File: config.mk
export PLATFORM = sky130hd
export DESIGN_NAME = prog_updown_counter
export DESIGN_NICKNAME = d
export VERILOG_FILES = /design/src/rtl/prog_updown_counter_pkg.sv /design/src/rtl/cnt_limit_detect.sv /design/src/rtl/prog_updown_counter.sv
export SDC_FILE = /design/constraint.sdc
export NUM_CORES = 1
export LEC_CHECK = 0
export BUFFER_PORTS_ARGS = -buffer_cell sky130_fd_sc_hd__buf_2
export CORE_AREA = 2 2 39 41
export DETAILED_ROUTE_END_ITERATION = 8
export DIE_AREA = 0 0 41 43
export GPL_TIMING_DRIVEN = 0
export SLEW_MARGIN = 20
export SYNTH_ARGS = -nofsm -noshare
export SYNTH_HDL_FRONTEND = slang
export SYNTH_SLANG_ARGS = --single-unit
File: constraint.sdc
create_clock -name clk -period 2.45 [get_ports clk]
set_input_delay 0.6125 -clock clk [delete_from_list [all_inputs] [get_ports clk]]
set_output_delay 0.6125 -clock clk [all_outputs]
set_load 0.02 [all_outputs]
File: src/rtl/prog_updown_counter_pkg.sv
`default_nettype none
// ============================================================================
// Package     : cnt_pkg
// Description : Shared mode constants and load clamping for the up/down counter.
// Revision    : 1.0 - initial release
// ============================================================================
package cnt_pkg;

    localparam int CNT_WRAP = 0;
    localparam int CNT_SAT  = 1;

    // Widened to 33 bits so a 32-bit counter with MODULUS == 2**32 still fits.
    function automatic logic [32:0] clamp_load(input logic [32:0] val,
                                               input logic [32:0] modulus);
        if (val < modulus) begin
            return val;
        end
        return modulus - 33'd1;
    endfunction

endpackage
`default_nettype wire

File: src/rtl/cnt_limit_detect.sv
`default_nettype none
// ============================================================================
// Module      : cnt_limit_detect
// Description : Combinational limit detection and next-count computation.
// Revision    : 1.0 - initial release
// ============================================================================
module cnt_limit_detect
    import cnt_pkg::*;
#(
    parameter int     WIDTH    = 4,
    parameter longint MODULUS  = 16,
    parameter int     SATURATE = CNT_WRAP
) (
    input  logic [WIDTH-1:0] q,
    input  logic             up,
    input  logic             en,
    output logic             at_limit,
    output logic [WIDTH-1:0] next_q
);

    localparam logic [WIDTH:0] c_top = (WIDTH+1)'(MODULUS - 1);
    localparam logic [WIDTH:0] c_one = (WIDTH+1)'(1);

    logic [WIDTH:0] w_q_ext;
    logic [WIDTH:0] w_sum;
    logic           w_unused_msb;

    // One extra bit keeps MODULUS == 2**WIDTH representable in c_top comparisons.
    always_comb begin
        w_q_ext  = {1'b0, q};
        w_sum    = w_q_ext;
        at_limit = 1'b0;
        if (en) begin
            if (up) begin
                if (w_q_ext == c_top) begin
                    at_limit = 1'b1;
                    w_sum    = (SATURATE == CNT_SAT) ? w_q_ext : '0;
                end else begin
                    w_sum = w_q_ext + c_one;
                end
            end else begin
                if (w_q_ext == '0) begin
                    at_limit = 1'b1;
                    w_sum    = (SATURATE == CNT_SAT) ? w_q_ext : c_top;
                end else begin
                    w_sum = w_q_ext - c_one;
                end
            end
        end
    end

    assign next_q       = w_sum[WIDTH-1:0];
    assign w_unused_msb = w_sum[WIDTH];

endmodule
`default_nettype wire

File: src/rtl/prog_updown_counter.sv
`default_nettype none
// ============================================================================
// Module      : prog_updown_counter
// Description : Parametrised synchronous up/down modulo counter with load,
//               clear, wrap/saturate mode, terminal-count pulse and sticky ovf.
// Revision    : 1.0 - initial release
// ============================================================================
module prog_updown_counter
    import cnt_pkg::*;
#(
    parameter int     WIDTH    = 4,
    parameter longint MODULUS  = 16,
    parameter int     SATURATE = CNT_WRAP
) (
    input  logic             clk,
    input  logic             reset,
    input  logic             clr,
    input  logic             load,
    input  logic [WIDTH-1:0] load_val,
    input  logic             en,
    input  logic             up,
    output logic [WIDTH-1:0] q,
    output logic             tc,
    output logic             ovf
);

    generate
        if ((WIDTH < 1) || (WIDTH > 32)) begin : g_bad_width
            $error("prog_updown_counter: WIDTH must be 1..32");
        end
        if ((MODULUS < 2) || (MODULUS > (longint'(1) << WIDTH))) begin : g_bad_modulus
            $error("prog_updown_counter: MODULUS must satisfy 2 <= MODULUS <= 2**WIDTH");
        end
    endgenerate

    logic [WIDTH-1:0] r_q;
    logic             r_tc;
    logic             r_ovf;
    logic [WIDTH-1:0] w_next_q;
    logic             w_at_limit;
    logic [WIDTH-1:0] w_load_q;

    assign w_load_q = WIDTH'(clamp_load(33'(load_val), 33'(MODULUS)));

    cnt_limit_detect #(
        .WIDTH    (WIDTH),
        .MODULUS  (MODULUS),
        .SATURATE (SATURATE)
    ) u_limit (
        .q        (r_q),
        .up       (up),
        .en       (en),
        .at_limit (w_at_limit),
        .next_q   (w_next_q)
    );

    // Priority: clr > load > en > hold; tc is a pulse, so every non-limit edge clears it.
    always_ff @(posedge clk or posedge reset) begin
        if (reset) begin
            r_q   <= '0;
            r_tc  <= 1'b0;
            r_ovf <= 1'b0;
        end else if (clr) begin
            r_q   <= '0;
            r_tc  <= 1'b0;
            r_ovf <= 1'b0;
        end else if (load) begin
            r_q   <= w_load_q;
            r_tc  <= 1'b0;
        end else if (en) begin
            r_q   <= w_next_q;
            r_tc  <= w_at_limit;
            if (w_at_limit) begin
                r_ovf <= 1'b1;
            end
        end else begin
            r_tc  <= 1'b0;
        end
    end

    assign q   = r_q;
    assign tc  = r_tc;
    assign ovf = r_ovf;

endmodule
`default_nettype wire

==> impl_results.md <==
- Crit-path leading delay family: flip-flops
- Core Area: 0.001384 sq mm
- CP required: 1.84 ns
- Clk buf depth: 2
- Cells on worst reg2reg path: 5
- Peak Freq: 0.6311 GHz
- Vias: 426
- Setup TNS: 0 ns
- CTS Root Cell: clkbuf_4
- Critical path's slowest cell: dfrtp_1
- WP buf/inv: 1
- Final wirelength: 1.002 mm
- Largest stage delay, worst path: 0.49 ns
- Pwr/cell area: 526.3 mW/mm^2
- DRT antenna net count: 0
- Cell Area, Synth: 426.7 sq um
- Period utilization: 64.67%
- Clock skew: 0.005510 ns
- PortBufs: 14
- Initial antenna violation count: 0
- P_leak: 0.2754 nW
- First drt pass iteration count: 4
- Post-Syn Instances: 52
- Crit path kind: register to primary output
- N_diodes: 0
- Footprint of the multi-input gates: 242.7 sq um
- Worst reg2reg path endpoint: q[0]$_DFFE_PP0P_
- Die Ht: 43 um
- Post-synth top area share: 35.19%
- Final nets: 83
- H-tree level count: 1
- Async S/R FF share, synth: 100.0%
- I/O pin cnt: 16
- Max Cap Viol: 0
- Total gr overflow: 0
- CTS tree: built
- Minimum clock period: 1.585 ns
- Final hold viol count: 0
- Final GP Congestion: 0.7124
- Critical path cell sequence: buf_2
- Worst rel slew slack: 77.48%
- XOR/XNOR Fraction of Synth Area: 4.106%
- Dpl hpwl: 766.5 um
- R2R setup slack: 0.90 ns
- Vias in the first global route: 362
- Mux share of post-synthesis cell area: 2.346%
- Maximum vdd drop: 0.3011 mV
- Drt drc: 0
- Final Max Tran Viols: 0
- Synth Warn #: 0
- Clk slew on worst S/H paths: 0.05 ns
- Largest family of logic cells by synthesized area: compound AO/OA/AOI/OAI gates
- Clk sink count: 6
- Post-Synth Simple-Gate Area: 14.96%
- Clk_lat worst skew: 0.25 ns
- Global-route wire length before repair: 1.497 mm
- FILL cells: 148
- Status: complete, no violations
- Largest net degree at the start of global routing: 10
- # setup viols final: 0
- Nature of the critical path startpoint: register
- Num rows: 14
- Die Wd: 41 um
- R2R Path Start: q[0]$_DFFE_PP0P_
- Crit path depth: 1
- P&R area growth vs syn: 26.39%
- Post-cts sizing count: 0
- Synth Area in Compound Gates: 29.62%
- #FFs+latches synth: 6
- Adder-cell share of the synthesized area: 5.865%
- Post-synth cell types: 24
- HP Class: input pin to async pin
- Die area: 0.001763 sq mm
- Crit path max fanout: 9
- Post-CTS Repair Setup Buffers: 0
- Seq. cell area: 150.1 sq um
- Iteration-0 DRC Markers: 7
- Synth Area per Inst: 8.205 sq um
- Share of cells above drive strength 1: 27.54%
- Synth Flop Type: dfrtp_1
- CTS Buf Count: 3
- Critical Path Source: q[0]$_DFFE_PP0P_
- Synth area leader: dfrtp_1
- RSZ-0062 raised after global routing: false
- Worst-margin pin slew: 0.3379 ns
- Critical Path Sink: q[0]
- Initial core utilization: 30.83%
- Via/cell ratio: 5.012
- Tot GR Track Use: 13.19%
- CTS Hold Buffers Added: 0
- Crit path DAT: 0.97 ns
- Post-synthesis sequential area ratio: 35.19%
- Setup crit end kind: primary output
- Area contributors post-synth: dfrtp_1 (35%), a21oi_1 (8.2%), inv_1 (6.2%)
- Core Util, Final: 38.97%
- Post-Syn Nets: 64
- EDFF count, synth: 0
- WL/cell: 11.79 um
-- worst min-delay path by stage --
stage | startpoint | end | slack (ns) | cells past startpoint
2_1_floorplan | reset | ovf$_DFFE_PP0P_ | 0.40 | 1
3_3_place_gp | ovf$_DFFE_PP0P_ | ovf$_DFFE_PP0P_ | 0.48 | 2
3_5_place_dp | ovf$_DFFE_PP0P_ | ovf$_DFFE_PP0P_ | 0.49 | 2
4_1_cts | reset | tc$_DFF_PP0_ | 0.26 | 2
5_1_grt | reset | tc$_DFF_PP0_ | 0.28 | 2
6_report | reset | tc$_DFF_PP0_ | 0.26 | 2
-- power by group --
part / total (mW) / switching, mW / leakage [nW] / internal (mW)
logic: 0.0708 / 0.0401 / 0.182 / 0.0307
registers: 0.117 / 0.0113 / 0.0794 / 0.106
clock network: 0.0961 / 0.0404 / 0.0138 / 0.0557
total: 0.284 / 0.0919 / 0.275 / 0.192
-- Yosys cell counts, drive strengths merged, types with 2 or more instances --
master	instances
dfrtp	6
nand2	3
a21oi	7
ha	2
xnor2	2
inv	8
o31ai	2
nor2	4
o21ai	4
-- registers in the layout (all words and copies together), names as in the netlist --
signal  cells
q           4
ovf         1
tc          1
-- layer usage --
metal | up-vias | global-route usage, % | part of all wire (%)
met4 | 0 | 6.000 | 1.4
li1 | 217 | - | -
met3 | 2 | 7.853 | 9.7
met1 | 191 | 16.23 | 43
met5 | - | 0 | 0
met2 | 16 | 17.81 | 46
-- metrics by stage --
step	total power, mW	instance area (sq um)	instances	setup WS (ns)	hold slack [ns]
5_1_grt	0.3017	539.3	85	0.8022	0.2813
3_3_place_gp	0.1883	516.7	82	0.9273	0.4780
4_1_cts	0.2896	539.3	85	0.8598	0.2630
6_report	0.2838	539.3	85	0.8655	0.2580
3_5_place_dp	0.1895	516.7	82	0.8791	0.4886
2_1_floorplan	0.1640	426.7	52	0.9483	0.4035
-- cell usage in the layout, fill, tap and decap left out, types with 2 or more instances in the layout --
cell type	n
buf_2	14
inv_1	7
a21oi_1	7
dfrtp_1	6
nor2_1	4
o21ai_0	4
nand2_1	3
clkbuf_4	3
o31ai_1	2
xnor2_1	2
ha_1	2
-- cells by family (layout without fill, tap and decap cells) --
| logic type | Yosys count | after routing |
|---|---|---|
| muxes | 1 | 1 |
| buffers and inverters | 9 | 26 |
| xor gates and xnor gates | 2 | 2 |
| adders and majority gates | 2 | 2 |
| DFF | 6 | 6 |
| AOI/OAI and AO/OA | 19 | 19 |
| and+or+nand+nor | 13 | 13 |
-- final cells by class --
cell class | instances | area share (%)
Clock buffer | 3 | 4.176
Multi-Input combinational cell | 37 | 45.01
Inverter | 8 | 5.568
Buffer | 1 | 0.6961
Tap cell | 16 | 3.712
Sequential cell | 6 | 27.84
Timing Repair Buffer | 14 | 12.99
Note: power is estimated with default switching activity, not from simulation.
